### config.mk
export PLATFORM = sky130hd
export DESIGN_NAME = pipe_ctrl
export DESIGN_NICKNAME = d
export VERILOG_FILES = /design/src/rtl/pipe_ctrl_pkg.sv /design/src/rtl/pipe_ctrl_hazard_detect.sv /design/src/rtl/pipe_ctrl.sv
export SDC_FILE = /design/constraint.sdc
export NUM_CORES = 1
export LEC_CHECK = 0
export ABC_AREA = 1
export CAP_MARGIN = 20
export CORE_MARGIN = 5
export CORE_UTILIZATION = 30
export CTS_CLUSTER_SIZE = 40
export DETAILED_ROUTE_END_ITERATION = 8
export GPL_TIMING_DRIVEN = 0
export HOLD_SLACK_MARGIN = 0.03
export SYNTH_ARGS = -nofsm -noshare
export SYNTH_HDL_FRONTEND = slang
export SYNTH_SLANG_ARGS = --single-unit
### constraint.sdc
create_clock -name clk_100MHz -period 2.6 [get_ports clk_100MHz]
set_input_delay 0.52 -clock clk_100MHz [delete_from_list [all_inputs] [get_ports clk_100MHz]]
set_output_delay 0.52 -clock clk_100MHz [all_outputs]
set_load 0.03 [all_outputs]
### src/rtl/pipe_ctrl_pkg.sv
// Shared pipeline-control definitions: address widths, hold/jump enable levels,
// controller state encodings and the bundled per-stage control word.
package pipe_ctrl_pkg;

    localparam int unsigned REG_ADDR_W  = 5;
    localparam int unsigned INST_ADDR_W = 32;

    localparam logic HOLD_ENABLE = 1'b1;
    localparam logic JUMP_ENABLE = 1'b1;

    localparam logic [1:0] PCTRL_RUN = 2'd0;
    localparam logic [1:0] PCTRL_DIV = 2'd1;
    localparam logic [1:0] PCTRL_MEM = 2'd2;

    typedef struct packed {
        logic hold_pc;
        logic hold_if_id;
        logic hold_id_ex;
        logic hold_ex_mem;
        logic flush_if_id;
        logic flush_id_ex;
        logic flush_ex_mem;
        logic pc_jump;
    } ctrl_t;

    function automatic ctrl_t ctrl_mem_stall();
        ctrl_t c;
        c             = '0;
        c.hold_pc     = HOLD_ENABLE;
        c.hold_if_id  = HOLD_ENABLE;
        c.hold_id_ex  = HOLD_ENABLE;
        c.hold_ex_mem = HOLD_ENABLE;
        return c;
    endfunction

    function automatic ctrl_t ctrl_div_busy();
        ctrl_t c;
        c              = '0;
        c.hold_pc      = HOLD_ENABLE;
        c.hold_if_id   = HOLD_ENABLE;
        c.hold_id_ex   = HOLD_ENABLE;
        c.flush_ex_mem = JUMP_ENABLE;
        return c;
    endfunction

    function automatic ctrl_t ctrl_jump();
        ctrl_t c;
        c             = '0;
        c.flush_if_id = JUMP_ENABLE;
        c.flush_id_ex = JUMP_ENABLE;
        c.pc_jump     = JUMP_ENABLE;
        return c;
    endfunction

    function automatic ctrl_t ctrl_load_use();
        ctrl_t c;
        c             = '0;
        c.hold_pc     = HOLD_ENABLE;
        c.hold_if_id  = HOLD_ENABLE;
        c.flush_id_ex = JUMP_ENABLE;
        return c;
    endfunction

endpackage

### src/rtl/pipe_ctrl_hazard_detect.sv
// Load-use comparator: flags an ID instruction that reads the destination of a
// load currently in EX. Purely combinational.
module hazard_detect
    import pipe_ctrl_pkg::*;
(
    input  logic [REG_ADDR_W-1:0] id_reg1_r_addr_i,
    input  logic [REG_ADDR_W-1:0] id_reg2_r_addr_i,
    input  logic                  id_reg1_r_ena_i,
    input  logic                  id_reg2_r_ena_i,
    input  logic                  ex_mem_r_ena_i,
    input  logic [REG_ADDR_W-1:0] ex_reg_w_addr_i,
    output logic                  load_use_o
);

    logic rs1_hit;
    logic rs2_hit;
    logic rd_valid;

    always_comb begin
        // x0 is hard-wired zero, so a load targeting it never creates a dependency
        rd_valid   = ex_mem_r_ena_i && (ex_reg_w_addr_i != '0);
        rs1_hit    = id_reg1_r_ena_i && (id_reg1_r_addr_i == ex_reg_w_addr_i);
        rs2_hit    = id_reg2_r_ena_i && (id_reg2_r_addr_i == ex_reg_w_addr_i);
        load_use_o = rd_valid && (rs1_hit || rs2_hit);
    end

endmodule

### src/rtl/pipe_ctrl.sv
// Central hazard/flow controller: per-stage holds and flushes from memory waits,
// multi-cycle divides, EX jumps and load-use hazards, plus a stall-cycle counter.
module pipe_ctrl
    import pipe_ctrl_pkg::*;
#(
    parameter int unsigned DIV_CYCLES  = 8,
    parameter int unsigned MEM_TIMEOUT = 16
)
(
    input  logic                   clk_100MHz,
    input  logic                   arst_n,
    input  logic [REG_ADDR_W-1:0]  id_reg1_r_addr_i,
    input  logic [REG_ADDR_W-1:0]  id_reg2_r_addr_i,
    input  logic                   id_reg1_r_ena_i,
    input  logic                   id_reg2_r_ena_i,
    input  logic                   ex_mem_r_ena_i,
    input  logic [REG_ADDR_W-1:0]  ex_reg_w_addr_i,
    input  logic                   ex_jump_ena_i,
    input  logic [INST_ADDR_W-1:0] ex_jump_addr_i,
    input  logic                   ex_div_start_i,
    input  logic                   dmem_req_i,
    input  logic                   dmem_ack_i,
    output logic                   hold_pc_o,
    output logic                   hold_if_id_o,
    output logic                   hold_id_ex_o,
    output logic                   hold_ex_mem_o,
    output logic                   flush_if_id_o,
    output logic                   flush_id_ex_o,
    output logic                   flush_ex_mem_o,
    output logic                   pc_jump_ena_o,
    output logic [INST_ADDR_W-1:0] pc_jump_addr_o,
    output logic                   div_done_o,
    output logic                   bus_err_o,
    output logic [31:0]            stall_cnt_o
);

    localparam int unsigned DIV_W = ($clog2(DIV_CYCLES) > 0) ? $clog2(DIV_CYCLES) : 1;
    localparam int unsigned MEM_W = ($clog2(MEM_TIMEOUT) > 0) ? $clog2(MEM_TIMEOUT) : 1;
    localparam logic [DIV_W-1:0] DIV_CNT_INIT = DIV_W'(DIV_CYCLES - 2);
    localparam logic [MEM_W-1:0] MEM_CNT_INIT = MEM_W'(MEM_TIMEOUT - 1);

    logic [1:0]       state_q, state_d;
    logic [DIV_W-1:0] div_cnt_q, div_cnt_d;
    logic [MEM_W-1:0] wait_cnt_q, wait_cnt_d;
    logic             div_frozen_q, div_frozen_d;
    logic [31:0]      stall_cnt_q;

    ctrl_t                  ctrl;
    logic [INST_ADDR_W-1:0] jump_addr;
    logic                   div_done;
    logic                   bus_err;
    logic                   load_use;
    logic                   in_mem;
    logic                   mem_stall;
    logic                   mem_timeout;
    logic                   div_active;
    logic                   div_busy;

    hazard_detect u_hazard_detect (
        .id_reg1_r_addr_i (id_reg1_r_addr_i),
        .id_reg2_r_addr_i (id_reg2_r_addr_i),
        .id_reg1_r_ena_i  (id_reg1_r_ena_i),
        .id_reg2_r_ena_i  (id_reg2_r_ena_i),
        .ex_mem_r_ena_i   (ex_mem_r_ena_i),
        .ex_reg_w_addr_i  (ex_reg_w_addr_i),
        .load_use_o       (load_use)
    );

    always_comb begin
        in_mem      = (state_q == PCTRL_MEM);
        mem_stall   = dmem_req_i && !dmem_ack_i && (!in_mem || (wait_cnt_q != '0));
        mem_timeout = in_mem && dmem_req_i && !dmem_ack_i && (wait_cnt_q == '0);
        // A divide interrupted by a memory wait resumes in the cycle the wait ends
        div_active  = (state_q == PCTRL_DIV) || (in_mem && div_frozen_q);
    end

    always_comb begin
        ctrl         = '0;
        jump_addr    = '0;
        div_done     = 1'b0;
        bus_err      = 1'b0;
        div_busy     = 1'b0;
        state_d      = state_q;
        div_cnt_d    = div_cnt_q;
        wait_cnt_d   = wait_cnt_q;
        div_frozen_d = div_frozen_q;

        if (mem_stall) begin
            ctrl    = ctrl_mem_stall();
            state_d = PCTRL_MEM;
            if (in_mem) begin
                wait_cnt_d = wait_cnt_q - MEM_W'(1);
            end else begin
                wait_cnt_d   = MEM_CNT_INIT;
                div_frozen_d = (state_q == PCTRL_DIV);
            end
        end else begin
            state_d      = PCTRL_RUN;
            div_frozen_d = 1'b0;

            if (mem_timeout) begin
                bus_err = 1'b1;
            end else if (div_active) begin
                if (div_cnt_q != '0) begin
                    ctrl      = ctrl_div_busy();
                    div_cnt_d = div_cnt_q - DIV_W'(1);
                    state_d   = PCTRL_DIV;
                    div_busy  = 1'b1;
                end else begin
                    div_done = 1'b1;
                end
            end else if (ex_div_start_i) begin
                ctrl      = ctrl_div_busy();
                div_cnt_d = DIV_CNT_INIT;
                state_d   = PCTRL_DIV;
                div_busy  = 1'b1;
            end

            // Jump squashes the ID instruction, so it also masks its load-use hazard
            if (!div_busy) begin
                if (ex_jump_ena_i) begin
                    ctrl      = ctrl_jump();
                    jump_addr = ex_jump_addr_i;
                end else if (load_use) begin
                    ctrl = ctrl_load_use();
                end
            end
        end
    end

    always_ff @(posedge clk_100MHz or negedge arst_n) begin
        if (!arst_n) begin
            state_q      <= PCTRL_RUN;
            div_cnt_q    <= '0;
            wait_cnt_q   <= '0;
            div_frozen_q <= 1'b0;
        end else begin
            state_q      <= state_d;
            div_cnt_q    <= div_cnt_d;
            wait_cnt_q   <= wait_cnt_d;
            div_frozen_q <= div_frozen_d;
        end
    end

    always_ff @(posedge clk_100MHz or negedge arst_n) begin
        if (!arst_n) begin
            stall_cnt_q <= '0;
        end else if (hold_pc_o && (stall_cnt_q != '1)) begin
            stall_cnt_q <= stall_cnt_q + 32'd1;
        end
    end

    // Controls are Mealy, so they are masked directly while reset is asserted
    always_comb begin
        hold_pc_o      = arst_n && ctrl.hold_pc;
        hold_if_id_o   = arst_n && ctrl.hold_if_id;
        hold_id_ex_o   = arst_n && ctrl.hold_id_ex;
        hold_ex_mem_o  = arst_n && ctrl.hold_ex_mem;
        flush_if_id_o  = arst_n && ctrl.flush_if_id;
        flush_id_ex_o  = arst_n && ctrl.flush_id_ex;
        flush_ex_mem_o = arst_n && ctrl.flush_ex_mem;
        pc_jump_ena_o  = arst_n && ctrl.pc_jump;
        pc_jump_addr_o = arst_n ? jump_addr : '0;
        div_done_o     = arst_n && div_done;
        bus_err_o      = arst_n && bus_err;
        stall_cnt_o    = stall_cnt_q;
    end

endmodule

==> metrics.yaml <==
route:
  wire_per_inst_um: 14.0
  route.detailed.drc: 0
  firstDrtPassIters: 4
  via_per_inst: 4.62
  via_count: 3787
  wl_um: 11500
  drt_iter0_markers: 210
  ant_nets: 0
clock_network:
  cts_buffer_depth: 2
  cts_hold_buf: 0
  cts_max_level: 2
  numCtsBuffers: 5
  cts_root_buffer: "clkbuf_8"
  clock-sinks: 42
  path_clk_slew_ps: 90
  cts_tree: "built"
  clk_latency_ps: 300
timing:
  finalWorstSetupSlack_ps: -12.6
  fin_worst_skew_ps: 4.41
  fin_crit_ps: 2610
  max_freq_mhz: 383
  fin_tns_setup_ps: -12.6
  fin_crit_sh_pct: 100
  slew_headroom_pct: 60.2
  rsz0062_at_grt: "yes"
  whs_ps: 37.3
  setup_viol: 1
  report.final.slew_viol_count: 0
  worst_slew_pin_slew_ps: 592
  hold_violations: 0
floorplan:
  core_mm2: 0.0107
  rows: 38
  dieWidth_um: 114
  io_pins: 130
  die_h_um: 114
  fp.dieArea_mm2: 0.0131
  initial_core_util_pct: 30.4
worst_setup_path:
  end_kind: "primary output"
  crit_type: "register to primary output"
  worst-path-max-fanout: 8
  start_kind: "register"
  worstPathArrival_ps: 2090
  cp_data_required_time_ps: 2080
layout:
  drive_above_1_share_pct: 17.3
  fin_cells: 819
  num-fill-cells: 1125
  postLayoutCellArea_mm2: 0.00508
  area_growth_syn_to_layout_pct: 55.2
  post-route-util_pct: 47.3
  nets: 737
  final_common_cell: "nand2_1"
  layout_common_cells: "175 x nand2_1, 81 x clkdlybuf4s50_1, 79 x inv_1, 65 x nor2_1, 51 x nand3_1"
yosys:
  synth-simple-area-share_pct: 45.6
  synth_xor_area_share_pct: 5.62
  synth_top_family_by_area: "simple AND/OR/NAND/NOR gates"
  synth_top_area_share_pct: 32.1
  synth_compound_area_share_pct: 1.76
  ys_seq_area_share_pct: 32.1
  synth.net_count: 592
  synth_mux_area_share_pct: 0
  syn_avg_cell_area_um2: 6.15
  syn-cell-area_mm2: 0.00327
  synth_top_area_cell: "dfrtp_1"
  ys_ff_latch: 42
  synth_fa_ha_area_share_pct: 1.53
  ys_types: 27
  synth.area.top_cells: "dfrtp_1 32%, nand2_1 21%, inv_1 10%"
  yosysWarnings: 0
  syn_inst: 532
status:
  outcome: "complete, but fails checks"
  failed_checks: "setup timing"
global_routing:
  gr-usage-all-layers_pct: 17.2
  antenna_found_initial: 0
  grt_pass1_vias: 3673
  overflow: 0
  grt_max_degree: 29
  grt_pass1_wl_um: 18400
power:
  power_mw: 2.08
  power_density_mw_per_mm2: 409
  max-vdd-ir-drop_mv: 0.224
  p_leak_nw: 2.60
worst_hold_path:
  min_path_type: "primary input to async pin"
placement:
  place_ws_ps: -975
  routabilityCongestion: 0.916
  place_area_mm2: 0.00475
  portBuffers: 129
  dp.cells: 802
  place.detailed.hpwl_um: 9150
run:
  max-cap-violations: 0
routing by layer:
| metal | global-route usage (%) | share of wire, % | vias to the layer above | wire length, µm |
|---|---|---|---|---|
| met3 | 3.75 | 9.0 | 15 | 1040 |
| met4 | 4.83 | 2.1 | 0 | 242 |
| met1 | 21.0 | 41 | 1715 | 4750 |
| met2 | 30.3 | 48 | 147 | 5470 |
| li1 | - | - | 1910 | - |
| met5 | 0 | 0 | - | 0 |
sequential cells by signal (all words and copies together), names as in the netlist:
name          flops
div_cnt_q         3
div_frozen_q      1
stall_cnt_o      32
state_q           2
wait_cnt_q        4
synthesized netlist by cell type, drive strengths merged:
cell    number
nand4        8
buf         13
a22oi        3
xnor2        6
o21ai        6
nand2      183
xor2        15
a21oi        1
nor4         2
nand3       54
nand3b       3
nor3        12
ha           4
dfrtp       42
clkbuf       1
inv         89
nor2        89
or2          1
worst max-delay path, stage by stage (launching register included):
cell and delay (ps):
dfrtp_1 410, inv_2 90, ha_4 150, nand3_4 100, nor4_4 170, nor2_2 90, nand2_4 80, nand4_4 170
buf_4 220, nor2_1 110, buf_4 180
final timing paths:
kind,start,end,slack (ps),depth (start not counted)
max reg2reg,stall_cnt_o[0]$_DFFE_PN0P_,stall_cnt_o[5]$_DFFE_PN0P_,290,9
max in group asynchronous,arst_n,stall_cnt_o[17]$_DFFE_PN0P_,2170,2
min reg2reg,stall_cnt_o[31]$_DFFE_PN0P_,stall_cnt_o[31]$_DFFE_PN0P_,550,2
max,wait_cnt_q[0]$_DFFE_PN0P_,pc_jump_addr_o[17],-10,10
min in group clk_100MHz,stall_cnt_o[31]$_DFFE_PN0P_,stall_cnt_o[31]$_DFFE_PN0P_,550,2
min,arst_n,stall_cnt_o[27]$_DFFE_PN0P_,40,1
area by class of cell:
cell class / count / area (µm²) / share of cell area (%)
antenna: 1 / 2.50 / 0.0493
buffer: 13 / 95.1 / 1.87
clock buffer: 5 / 68.8 / 1.36
clock inverter: 3 / 25.0 / 0.493
inverter: 89 / 337 / 6.63
multi-input combinational: 387 / 1980 / 38.9
sequential: 42 / 1050 / 20.7
tap: 140 / 175 / 3.45
timing repair buffer: 139 / 1350 / 26.6
power by group:
| part | internal [mW] | switching, mW | leakage [nW] |
|---|---|---|---|
| Sequential | 0.721 | 0.0872 | 0.552 |
| Clock | 0.194 | 0.254 | 0.0448 |
| Combinational | 0.347 | 0.472 | 2.00 |
cell families (layout without fill, tap and decap cells):
logic type / Yosys count / after routing
xor gates and xnor gates: 21 / 21
adders and majority gates: 4 / 4
DFF: 42 / 42
AOI/OAI and AO/OA: 10 / 10
buffers and inverters: 103 / 249
other: 0 / 1
and+or+nand+nor: 352 / 352
what timing repair did:
| item | in CTS | in global routing |
|---|---|---|
| cloned | 3 | 0 |
| setup buffers | 4 | 2 |
| pin swaps | 5 | 1 |
| resized for setup | 257 | 54 |
| setup endpoints to repair | 42 | 38 |
Note: power is estimated with default switching activity, not from simulation.
